==> src/rtl/frame_tap_mux.sv <==
// frame_tap_mux -- runtime-selectable 1-bit output tap for the UART CNN pipeline.
//
// This block reduces one of several streams to a 1-bit pixel stream. The
// source is the raw deframed stream, a single conv channel, or the gradient
// magnitude. The tap select comes from buttons. It is synchronised and
// debounced, and it only takes effect on a frame boundary. As a result, every
// frame that reaches the framer is complete and uses a single mode.
//
// Mode codes:
//   0                 : mag_data_i >= MagThresh (unsigned)
//   1..NumChannels    : chan[k-1] >= ChanThresh (signed)
//   NumChannels+1     : raw passthrough, raw_data_i[RawWidth-1]
//   higher codes      : ignored, the pending mode is kept
//
// Optional feature (macro FRAME_TAP_ABS_EN):
//   When defined, channel modes compare |chan| >= ChanThresh, so both gradient
//   polarities mark edges. When undefined, the compare is signed only.
//
// Ports:
//   clk_i, rst_i                : clock, asynchronous active-high reset
//   sel_i                       : asynchronous tap select (buttons)
//   raw_valid_i/raw_ready_o     : raw stream handshake
//   raw_data_i                  : raw element
//   feat_valid_i/feat_ready_o   : feature stream handshake
//   chan_data_i                 : packed signed channels, channel 0 in the LSBs
//   mag_data_i                  : magnitude, aligned with chan_data_i
//   valid_o/ready_i/data_o      : 1-bit output stream
//   mode_o                      : active mode
//   frame_done_o                : registered pulse, emitted alongside the
//                                 output of the last element of a frame
module frame_tap_mux #(
  parameter int NumChannels    = 2,
  parameter int ChanWidth      = 6,
  parameter int MagWidth       = 7,
  parameter int RawWidth       = 1,
  parameter int RawFrameElems  = 76800,
  parameter int FeatFrameElems = 75684,
  parameter int ChanThresh     = 2,
  parameter int MagThresh      = 4,
  parameter int DebounceCycles = 250000,
  parameter int SelWidth       = $clog2(NumChannels + 2)
) (
  input  logic                             clk_i,
  input  logic                             rst_i,
  input  logic [SelWidth-1:0]              sel_i,
  input  logic                             raw_valid_i,
  output logic                             raw_ready_o,
  input  logic [RawWidth-1:0]              raw_data_i,
  input  logic                             feat_valid_i,
  output logic                             feat_ready_o,
  input  logic [NumChannels*ChanWidth-1:0] chan_data_i,
  input  logic [MagWidth-1:0]              mag_data_i,
  output logic                             valid_o,
  input  logic                             ready_i,
  output logic                             data_o,
  output logic [SelWidth-1:0]              mode_o,
  output logic                             frame_done_o
);

  localparam int MaxElems = (RawFrameElems > FeatFrameElems) ? RawFrameElems : FeatFrameElems;
  localparam int CntWidth = $clog2(MaxElems);
  localparam int DbWidth  = $clog2(DebounceCycles + 1);
  localparam int ChanExtW = ChanWidth + 1;

  localparam logic [SelWidth-1:0]        RawMode  = SelWidth'(NumChannels + 1);
  localparam logic [CntWidth-1:0]        RawTerm  = CntWidth'(RawFrameElems - 1);
  localparam logic [CntWidth-1:0]        FeatTerm = CntWidth'(FeatFrameElems - 1);
  localparam logic [DbWidth-1:0]         DbLast   = DbWidth'(DebounceCycles - 1);
  localparam logic [DbWidth-1:0]         DbMax    = DbWidth'(DebounceCycles);
  localparam logic [MagWidth-1:0]        MagT     = MagWidth'(MagThresh);
  localparam logic signed [ChanExtW-1:0] ChanT    = ChanExtW'(ChanThresh);

  // The compare runs one bit wider than the channel. This lets the absolute
  // value of the most-negative code be represented without overflow.
  function automatic logic chan_edge(input logic signed [ChanWidth-1:0] c);
    logic signed [ChanExtW-1:0] ext;
    ext = {c[ChanWidth-1], c};
`ifdef FRAME_TAP_ABS_EN
    if (ext[ChanExtW-1]) ext = -ext;
`endif
    return ext >= ChanT;
  endfunction

  function automatic logic mag_edge(input logic [MagWidth-1:0] m);
    return m >= MagT;
  endfunction

  function automatic logic tap_bit(input logic [SelWidth-1:0]              m,
                                   input logic [NumChannels*ChanWidth-1:0] ch,
                                   input logic [MagWidth-1:0]              mg,
                                   input logic [RawWidth-1:0]              rw);
    logic b;
    b = mag_edge(mg);
    for (int k = 0; k < NumChannels; k++) begin
      if (m == SelWidth'(k + 1)) b = chan_edge(ch[k*ChanWidth +: ChanWidth]);
    end
    if (m == RawMode) b = rw[RawWidth-1];
    return b;
  endfunction

  logic [SelWidth-1:0] sel_sync_p0, sel_sync_p1, sel_last;
  logic [SelWidth-1:0] pending_mode, pending_next, mode;
  logic [DbWidth-1:0]  db_cnt;
  logic [CntWidth-1:0] elem_cnt;
  logic                raw_sel, in_valid, in_ready, accept, terminal, db_hit;

  assign raw_sel      = (mode == RawMode);
  assign in_ready     = ~valid_o | ready_i;
  assign in_valid     = raw_sel ? raw_valid_i : feat_valid_i;
  assign accept       = in_valid & in_ready;
  // The unselected stream is always drained, so upstream never stalls on it.
  assign raw_ready_o  = raw_sel ? in_ready : 1'b1;
  assign feat_ready_o = raw_sel ? 1'b1 : in_ready;
  assign terminal     = (elem_cnt == (raw_sel ? RawTerm : FeatTerm));
  assign mode_o       = mode;

  // A legal code that has been stable for the full debounce window loads on
  // this edge. pending_next is used so that a terminal accept on the same edge
  // picks up the fresh value.
  assign db_hit       = (sel_sync_p1 == sel_last) && (db_cnt == DbLast) && (sel_sync_p1 <= RawMode);
  assign pending_next = db_hit ? sel_sync_p1 : pending_mode;

  // Select stage: 2-FF synchroniser, then debounce
  always_ff @(posedge clk_i or posedge rst_i) begin
    if (rst_i) begin
      sel_sync_p0  <= '0;
      sel_sync_p1  <= '0;
      sel_last     <= '0;
      db_cnt       <= '0;
      pending_mode <= '0;
    end else begin
      sel_sync_p0  <= sel_i;
      sel_sync_p1  <= sel_sync_p0;
      sel_last     <= sel_sync_p1;
      if (sel_sync_p1 != sel_last) db_cnt <= '0;
      else if (db_cnt != DbMax)    db_cnt <= db_cnt + 1'b1;
      pending_mode <= pending_next;
    end
  end

  // Frame stage: element counter and mode switch. The mode only changes while
  // the counter is at 0, either on the wrap itself or while idle at the start
  // of a frame.
  always_ff @(posedge clk_i or posedge rst_i) begin
    if (rst_i) begin
      elem_cnt     <= '0;
      mode         <= '0;
      frame_done_o <= 1'b0;
    end else begin
      frame_done_o <= 1'b0;
      if (accept) begin
        if (terminal) begin
          elem_cnt     <= '0;
          frame_done_o <= 1'b1;
          mode         <= pending_next;
        end else begin
          elem_cnt <= elem_cnt + 1'b1;
        end
      end else if (elem_cnt == '0) begin
        mode <= pending_next;
      end
    end
  end

  // Output stage: single-register elastic slot
  always_ff @(posedge clk_i or posedge rst_i) begin
    if (rst_i) begin
      valid_o <= 1'b0;
      data_o  <= 1'b0;
    end else if (accept) begin
      valid_o <= 1'b1;
      data_o  <= tap_bit(mode, chan_data_i, mag_data_i, raw_data_i);
    end else if (ready_i) begin
      valid_o <= 1'b0;
    end
  end

endmodule

==> config.mk <==
export PLATFORM = sky130hd
export DESIGN_NAME = frame_tap_mux
export DESIGN_NICKNAME = d
export VERILOG_FILES = /design/src/rtl/frame_tap_mux.sv
export SDC_FILE = /design/constraint.sdc
export NUM_CORES = 1
export LEC_CHECK = 0
export BUFFER_PORTS_ARGS = -buffer_cell sky130_fd_sc_hd__buf_2
export CORE_UTILIZATION = 35
export CTS_CLUSTER_SIZE = 16
export DETAILED_ROUTE_END_ITERATION = 10
export SYNTH_ARGS = -nofsm -noshare
export SYNTH_HDL_FRONTEND = slang
export SYNTH_SLANG_ARGS = --single-unit
export TNS_END_PERCENT = 5
==> constraint.sdc <==
create_clock -name clk_i -period 1.92 [get_ports clk_i]
set_clock_uncertainty 0.1 [all_clocks]
set_input_delay 0 -clock clk_i [delete_from_list [all_inputs] [get_ports clk_i]]
set_output_delay 0 -clock clk_i [all_outputs]
set_load 0.01 [all_outputs]
==> results.md <==
- DRT Wirelength: a little under 5 mm
- Commonest cells after routing, fill and taps aside: dfrtp_1 (47), buf_4 (41), nor2_1 (31)
- Top cells by area, synth: dfrtp_1 (50%), xor2_1 (6.2%), xnor2_1 (5.1%), nor2_1 (4.9%), nand4_1 (3.1%)
- CP arrival: between 2 and 2.5 ns
- Die Wd: about 85 um
- Yosys top cell area share: 0.501
- CTS tree: yes
- EDFF count, synth: 0
- Switching power: 0.000542 W
- Hold Path Sink: data_o
- Clock Latency Late Sink: around 0.29 ns
- Core Box Area: roughly 6500 um2
- Final Slew Violations: 0
- Switching Fraction: 0.263
- Worst Hold Depth: 4
- Most common cell after layout, fill and taps aside: dfrtp_1
- Number of max-cap violations: 0
- Post-synth ARST share: 1.00
- Mapped Nets: between 200 and 300
- Largest net degree at the start of global routing: 49
- Antenna Cells: 0
- Final period util: 1.02
- Cell Area, Placed: a little under 3000 um2
- Critical Path RT: about 2.0 ns
- DR iter-0 viols: 79
- RSZ-0062 raised after global routing: yes
- Routed WL per cell: approximately 13 um
- Mapped Cells: between 200 and 250
- Xor-xnor portion of the synthesized cell area: 0.113
- Flop-to-flop setup slack: -0.04 ns
- Post-Syn Area per Cell: ~10 um2
- Synth warnings: 0
- Final net count: 340
- CTS max path bufs: 2
- Final setup vio count: 2
- Routability cong.: 0.779
- R2R depth: 5
- Yosys top cell by area: dfrtp_1
- Final setup margin: -0.0411 ns
- Largest family of logic cells by synthesized area: simple AND/OR/NAND/NOR gates
- Rel. slew slack: 0.605
- First-pass GRT wire length: 8.63 mm
- R2R Path End: mode_o[0]
- Seq/Total Area, Yosys: 0.501
- CTS root buffer: clkbuf_8
- Drc violations: 2
- Flop and latch count out of synthesis: 48
- Routed vias/inst: 4.99
- Synth Flop Type: dfrtp_1
- Initial Util: 0.369
- Clk slew on worst S/H paths: about 0.080 ns
- Worst Max-Slew Pin Slew: roughly 0.59 ns
- Clk sinks: between 40 and 50
- Antenna violations before repair: 0
- Fillers: approximately 610
- Ports: 34
- Post-Synth Simple-Gate Area: 0.259
- Number of global-route vias before repair: ~2000
- Post-DRT Antenna Nets: 0
- CP max FO: 2
- Compound-Gate Fraction of Synth Area: 0.0611
- Hold WC Path Type: input port to flop
- Crit Path Class: flop to flop
- GRT Util Overall: 0.149
- Leak Pwr: 1.42 nW
- Final min period: ~2.0 ns
- Vias: 1918
- Std-Cell Rows: 29
- Critical Path End Type: flop
- Total grt overflow: 0
- Min-delay src: chan_data_i[11]
- VDD IR-drop max: 0.468 mV
- H-tree levels: 2
- Die Y: 84.8 um
- Synth-to-Final Area Change: 28.4%
- Seq pwr share: 0.536
- Post-CTS setup buffer count: 0
- Failing checks: design-rule violations, negative setup slack
- P_int: roughly 0.0015 W
- CP startpoint kind: flop
- Clock network power share: 0.254
- Drt first pass iters: 7
- IO buf count: 29
- Finished layout cell area: ~3100 um2
- Reg2reg start: db_cnt[8]
- Area share of fa/ha/maj cells after synthesis: 0.0209
- Fraction of layout instances using a drive strength above 1: 0.313
- Comb power frac: 0.210
- Max Freq: just over 500 MHz
- Die area: roughly 7200 um2
- Final Hold Viols: 0
- Status: complete, but fails checks
- Power per cell area: approximately 670 nW/um2
- Post-Syn Area: roughly 2400 um2
- Final HPWL DP: roughly 3.6 mm
- Post-synthesis cell type count: 44
- Post-place setup slack: -0.0516 ns
- TritonCTS Buffers: 5
- Post-synthesis mux area share: 0.0230
-- state kept, by name, summed over array words and instances, names as in the netlist --
name / cells
sel_sync_p1: 2
sel_last: 2
valid_o: 1
elem_cnt: 17
db_cnt: 18
mode_o: 2
frame_done_o: 1
sel_sync_p0: 2
pending_mode: 2
data_o: 1
-- routing by layer --
metal / wire (um) / vias up / GRT usage
met1: 2320 / 928 / 0.194
li1: - / 954 / -
met3: 147 / 6 / 0.0275
met5: 0 / - / 0
met2: 2350 / 30 / 0.256
met4: 40 / 0 / 0.0370
-- worst max-delay path by stage --
stage,start,to,depth (start not counted)
finish,db_cnt[8],mode_o[0],5
detailed placement,db_cnt[8],mode_o[0],5
global route,db_cnt[8],mode_o[0],5
CTS,db_cnt[8],mode_o[0],5
global placement,db_cnt[8],mode_o[0],5
floorplan,db_cnt[8],mode_o[0],5
-- repair_timing --
item	in CTS	in global routing
setup endpoints to repair	3	4
hold endpoints to repair	51	0
gates resized for setup	3	3
hold buffers	5	0
cloned	0	0
pin swaps	0	1
-- power by group through the flow --
stage	clock [W]	combinational, W	sequential (W)
finish	0.000524	0.000433	0.00111
global route	0.000592	0.000485	0.00112
CTS	0.000551	0.000436	0.00111
detailed placement	0	0.000421	0.00113
global placement	0	0.000416	0.00113
floorplan	0	0.000211	0.00115
-- cell usage after synthesis, types with 2 or more instances --
library cell	instances
inv_1	8
xor2_1	17
dfrtp_1	48
or4_1	2
or3_1	4
mux2_1	2
nand2b_1	2
or2_2	2
nor4_2	3
nand2_1	15
nand4_1	12
nor4_1	3
nor2_1	31
ha_1	4
a21oi_1	5
o21ai_0	6
mux2_2	2
xnor2_1	14
nand3_2	2
and3_1	4
buf_2	3
o211a_1	2
nor3_1	6
clkbuf_1	2
nand3_1	13
and2_1	2
-- logic make-up (layout without fill, tap and decap cells) --
group           Yosys count  after routing
buf+inv                  13             88
compound gates           20             20
mux                       5              5
flops                    48             48
fa+ha+maj                 4              4
simple gates            111            111
xor+xnor                 31             31
-- area by class of cell --
cell class | count | area, um2 | area share
clock buffers | 5 | 68.8 | 0.0223
inverters | 8 | 30.0 | 0.00975
repair buffers | 75 | 503 | 0.163
well taps | 77 | 96.3 | 0.0313
flip-flops and latches | 48 | 1200 | 0.390
multi-input cells | 171 | 1180 | 0.383
-- worst max-delay path: stages, from the launching register on --
cell,delay [ns]
dfrtp_1,0.39
nor4b_2,0.28
nand4_1,0.21
nor4_4,0.23
mux2_2,0.38
mux2_4,0.27
-- stage by stage --
step	TNS [ns]	hold WS, ns	power, W	util	std cells
5_1_grt	-0.289	0.0358	0.00219	0.474	384
3_5_place_dp	-0.0922	0.00933	0.00155	0.451	374
6_report	-0.0781	0.00554	0.00206	0.474	384
2_1_floorplan	0	-0.0686	0.00136	-	232
4_1_cts	-0.103	0.00932	0.00209	0.472	384
3_3_place_gp	-0.00328	0.0105	0.00154	0.451	374
(Power assumes the default switching activity.)
